**config.mk**
```make
export PLATFORM = sky130hd
export DESIGN_NAME = crc32
export DESIGN_NICKNAME = d
export VERILOG_FILES = /design/src/rtl/crc32.sv
export SDC_FILE = /design/constraint.sdc
export NUM_CORES = 1
export LEC_CHECK = 0
export ABC_CLOCK_PERIOD_IN_PS = 5060
export BUFFER_PORTS_ARGS = -buffer_cell sky130_fd_sc_hd__buf_2
export CORE_UTILIZATION = 59
export DETAILED_ROUTE_END_ITERATION = 8
export PLACE_DENSITY = 0.82
export SLEW_MARGIN = 20
export SYNTH_ARGS = -nofsm -noshare
export SYNTH_HDL_FRONTEND = slang
export SYNTH_SLANG_ARGS = --single-unit
```
**constraint.sdc**
```tcl
create_clock -name clk -period 5.06 [get_ports clk]
set_clock_uncertainty 0.2 [all_clocks]
set_input_delay 1.012 -clock clk [delete_from_list [all_inputs] [get_ports clk]]
set_output_delay 1.012 -clock clk [all_outputs]
set_load 0.005 [all_outputs]
```
**src/rtl/crc32.sv**
```systemverilog
// Word-parallel CRC-32/MPEG-2 generator: absorbs one 32-bit word per enabled
// clock, MSB first, and exposes the running CRC register directly.
module crc32 #(
  parameter logic [31:0] POLY = 32'h04C11DB7,
  parameter logic [31:0] INIT = 32'hFFFFFFFF
) (
  input  logic        clk,
  input  logic        rst,
  input  logic        crc_en,
  input  logic [31:0] data_in,
  output logic [31:0] crc_out
);

  logic [31:0] crc_reg;
  logic [31:0] crc_next;

  // Bit-serial update unrolled over all 32 data bits, bit 31 first.
  function automatic logic [31:0] crc_step(input logic [31:0] crc,
                                           input logic [31:0] data);
    logic [31:0] c;
    logic        fb;
    // NOTE: blocking assignments are correct here; each iteration must see
    // the value produced by the previous one within the same evaluation.
    c = crc;
    for (int i = 31; i >= 0; i--) begin
      fb = c[31] ^ data[i];
      c  = {c[30:0], 1'b0} ^ (fb ? POLY : 32'h0);
    end
    return c;
  endfunction

  always_comb begin
    crc_next = crc_step(crc_reg, data_in);
  end

  // rst takes priority over crc_en; data_in is only consumed when enabled,
  // so unknown data during idle cycles never reaches the register.
  always_ff @(posedge clk) begin
    // NOTE: non-blocking assignment for state so every register samples
    // pre-edge values regardless of process ordering.
    if (rst) begin
      crc_reg <= INIT;
    end else if (crc_en) begin
      crc_reg <= crc_next;
    end
  end

  assign crc_out = crc_reg;

endmodule

```
# Word level (Yosys, flattened, before mapping)
# Index checks and enable logic that the tools add are counted.
dict set report classes {
  muxes 32
  n_bitwise 64
}
# operator count
set ops {}
lappend ops {{32-bit by 27-bit XOR with 32-bit output} 32}
lappend ops {{27-bit 2-to-1 mux} 32}
lappend ops {{1-bit XOR} 32}
dict set report totals {
  regBits 32
  inputBits 35
  output_inout_bits 32
  wordCells 97
}

# Logic depth before layout (Yosys ltp)
dict set report depth {
  depth_word 96
  mapped_depth 10
  depth_no_buf 10
}

# Worst setup path before layout
# No wires, ideal clock.
dict set report synth_path {
  kind {input to register}
  start {input port data_in[28]}
  end {register crc_reg[9], in the netlist crc_out[9]}
  setup_time_ns 0.120
  t_arrival_ns 4.224
  required_ns 4.740
  path_slack_ns 0.516
  stages 10
  n_path_buf 0
  path_cell_list {xnor2_1 -> xnor3_1 -> xnor3_2 -> xor2_2 -> xnor3_2 -> xnor3_1 -> xnor3_1 -> xnor2_1 -> a21oi_1 -> or2_1}
}
dict set report synth_between {
  elab_chain_len 39
  word_cells_on_any_way 57
  classes_between {mux: 14; bitwise: 43}
}
# element line_no
set synth_lines {}
lappend synth_lines {{from (decl)} 10} ;# input logic [31:0] data_in,
lappend synth_lines {{1-bit XOR (*)} 26} ;# fb = c[31] ^ data[i];
lappend synth_lines {{27-bit 2-to-1 mux (*)} 27} ;# c = {c[30:0], 1'b0} ^ (fb ? POLY : 32'h0);
lappend synth_lines {{32-bit by 27-bit XOR with 32-bit output (*) (6 in a row)} 27}
lappend synth_lines {{1-bit XOR or 32-bit by 27-bit XOR with 32-bit output (tied branches)} {26, 27}}
lappend synth_lines {{27-bit 2-to-1 mux or 32-bit by 27-bit XOR with 32-bit output (tied branches)} 27}
lappend synth_lines {{32-bit by 27-bit XOR with 32-bit output (*) (6 in a row)} 27}
lappend synth_lines {{1-bit XOR or 32-bit by 27-bit XOR with 32-bit output (tied branches)} {26, 27}}
lappend synth_lines {{27-bit 2-to-1 mux or 32-bit by 27-bit XOR with 32-bit output (tied branches)} 27}
lappend synth_lines {{32-bit by 27-bit XOR with 32-bit output (*) (6 in a row)} 27}
lappend synth_lines {{1-bit XOR or 32-bit by 27-bit XOR with 32-bit output (tied branches)} {26, 27}}
lappend synth_lines {{27-bit 2-to-1 mux or 32-bit by 27-bit XOR with 32-bit output (tied branches)} 27}
lappend synth_lines {{32-bit by 27-bit XOR with 32-bit output (*) (6 in a row)} 27}
lappend synth_lines {{1-bit XOR or 32-bit by 27-bit XOR with 32-bit output (tied branches)} {26, 27}}
lappend synth_lines {{27-bit 2-to-1 mux or 32-bit by 27-bit XOR with 32-bit output (tied branches)} 27}
lappend synth_lines {{32-bit by 27-bit XOR with 32-bit output (*) (5 in a row)} 27}
lappend synth_lines {{to (signal assigned)} 44} ;# crc_reg <= crc_next;
lappend synth_lines {{to (decl)} 14} ;# logic [31:0] crc_reg;
# Every way passes the cells marked *; elsewhere a longest branch is shown, timed or not.
# A chain may end at the register's enable or synchronous reset.

# Worst setup path after layout
dict set report layout_path {
  start {input port data_in[28]}
  end {register crc_reg[26], in the netlist crc_out[26]}
}
# Same word-level chain as after synthesis.

==> metrics.cfg <==
[outcome]
outcome = completed

[clock_network]
cts_made_buffers = 5
clk_pin_slew_ns = 0.08
cts_hold_buf = 0
cts_root_buffer = clkbuf_8
cts_resized = 0
post_cts_buffers = 0
cts_sinks = 32
h-tree-depth = 2
cts.path.max_buffers = 2
cts_tree = yes
clock_latency_ns = 0.30

[route]
drt-initial-drc-count = 189
via_count = 3099
wl_per_cell_microns = 19.4
dr.pass1.iters = 4
ant_nets = 0
wl_microns = 11400
routed_via_density = 5.26
drc = 0

[synth]
synth-compound-area-share_pct = 4.26
ys_top_cells_by_count = 159 x xnor2_1, 36 x xor2_1, 32 x dfxtp_1
ys_warn_count = 0
ys_ff_latch = 32
synth.avg_cell_area_sq_um = 11.1
netlist.area_leader.share_pct = 31.8
yosysMostFrequentCell = xnor2_1
synth_edf_count = 0
syn_inst = 394
synth_xor_area_share_pct = 73.8
synth_ff_type = dfxtp_1
ys_seq_area_share_pct = 14.6
ys_types = 24
synth.area.top_cells = xnor2_1 32%, xnor3_1 15%, dfxtp_1 15%
syn-num-nets = 429
synth-async-reset-ratio_pct = 0
synth_top_family_by_area = XOR/XNOR gates
yosys.area_share.simple_pct = 6.46
syn_area_sq_um = 4380
synth.area.mux_share_pct = 0
synthAdderAreaFrac_pct = 0
yosysTopAreaCell = xnor2_1

[cells_and_area]
fin_nets = 525
utilization_pct = 71.2
areaGrowthSynthToFinish_pct = 17.3
largest_register_ffs = 32
final_cells = 589
insertedDiodeCount = 0
drive_gt1_share_pct = 31.2

[grt]
grt_pass1_vias = 3040
grt_pass1_wl_microns = 17100
antenna_found_initial = 0
grt-busiest-layer = met2
use_met3_pct = 4.24
grt-ovfl-total = 0
use_met2_pct = 52.7
gr-usage-met1_pct = 41.6
grt_max_degree = 38
gr-usage-all-layers_pct = 31.3

[place]
dpl.hpwl_microns = 9380
gp_congestion = 0.956
placedCellCount = 582
portBuffers = 66

[die]
dieArea_sq_um = 7770
die_y_microns = 88.2
rows = 31
core_area_sq_um = 7210
fp.dieW_microns = 88.2
boundaryPins = 67
start_util_pct = 60.7

[sta]
slew_violations = 0
period_needed_ns = 4.62
relSlewSlack_pct = 52.9
period_share_pct = 91.3
setup_violations = 0
fin_setup_tns_ns = 0
tightest_slew_ns = 0.703
rsz0062_at_grt = false
hold_viol_final = 0
fmax_mhz = 217
hold_ws_ns = 0.333

[setup_path]
end_kind = register
cp.arrival_ns = 4.66
startpoint_type = input pin
cp_max_fo = 7
critical_path_class = in -> reg
crit_required_ns = 5.10

[min_path]
holdCritPathClass = reg -> reg

[job]
max-cap-violations = 0

-- cells by family after synthesis --
family | after synthesis
XOR/XNOR | 265
AND/OR/NAND/NOR | 55
AO/OA/AOI/OAI | 32
flip-flops | 32
buffers and inverters | 10
-- worst max-delay path, cell delays in order --
cell and delay [ns]:
buf_2 0.12, xor2_2 0.32, xnor3_1 0.52, xnor3_2 0.47, xnor2_1 0.28, xnor3_2 0.38
xnor3_4 0.61, xor2_4 0.28, xnor3_1 0.44, a21oi_1 0.14, or2_1 0.10
-- routing by layer --
metal  vias up  part of all wire, %
met5         -                    0
met4         0                  2.1
met3        20                  5.1
met2        90                   49
met1      1517                   43
li1       1472                    -
-- per-stage QoR --
stage | setup WS, ns | cell area (sq um)
after global routing | 0.283 | 5140
after global placement | 0.268 | 5040
final | 0.442 | 5140
after detailed placement | 0.149 | 5040
after CTS | 0.448 | 5140
after floorplan | 0.516 | 4380
-- placed cells by master, fill, tap and decap left out, types with 5 or more instances in the layout --
cell type and n:
a211o_1 7, a21oi_1 24, buf_2 66, buf_4 32, clkbuf_8 7, dfxtp_1 32, nor2_1 22, nor2b_1 6
nor3_1 5, or2_1 7, or2_2 13, xnor2_1 159, xnor2_2 13, xnor2_4 7, xnor3_1 30, xnor3_2 8
xor2_1 36, xor2_2 5, xor3_1 5
-- worst paths after layout --
| check | end | depth (start not counted) | start | slack (ns) |
|---|---|---|---|---|
| worst max-delay path | crc_out[26] | 11 | data_in[28] | 0.44 |
| worst min-delay path | crc_out[14] | 1 | crc_out[14] | 0.33 |
| worst max register to register | crc_out[26] | 10 | crc_out[28] | 0.81 |
| worst min register to register | crc_out[14] | 1 | crc_out[14] | 0.33 |
-- cell type report --
type                    count  area (sq um)
flip-flops and latches     32           641
clock buffers               7          96.3
inverters                   1          3.75
well taps                  99           124
repair buffers             98           571
fillers                   566          2080
multi-input cells         352          3700
Power is not shown: default switching activity piles up to over one toggle a cycle in this logic, so the estimate is an artifact.
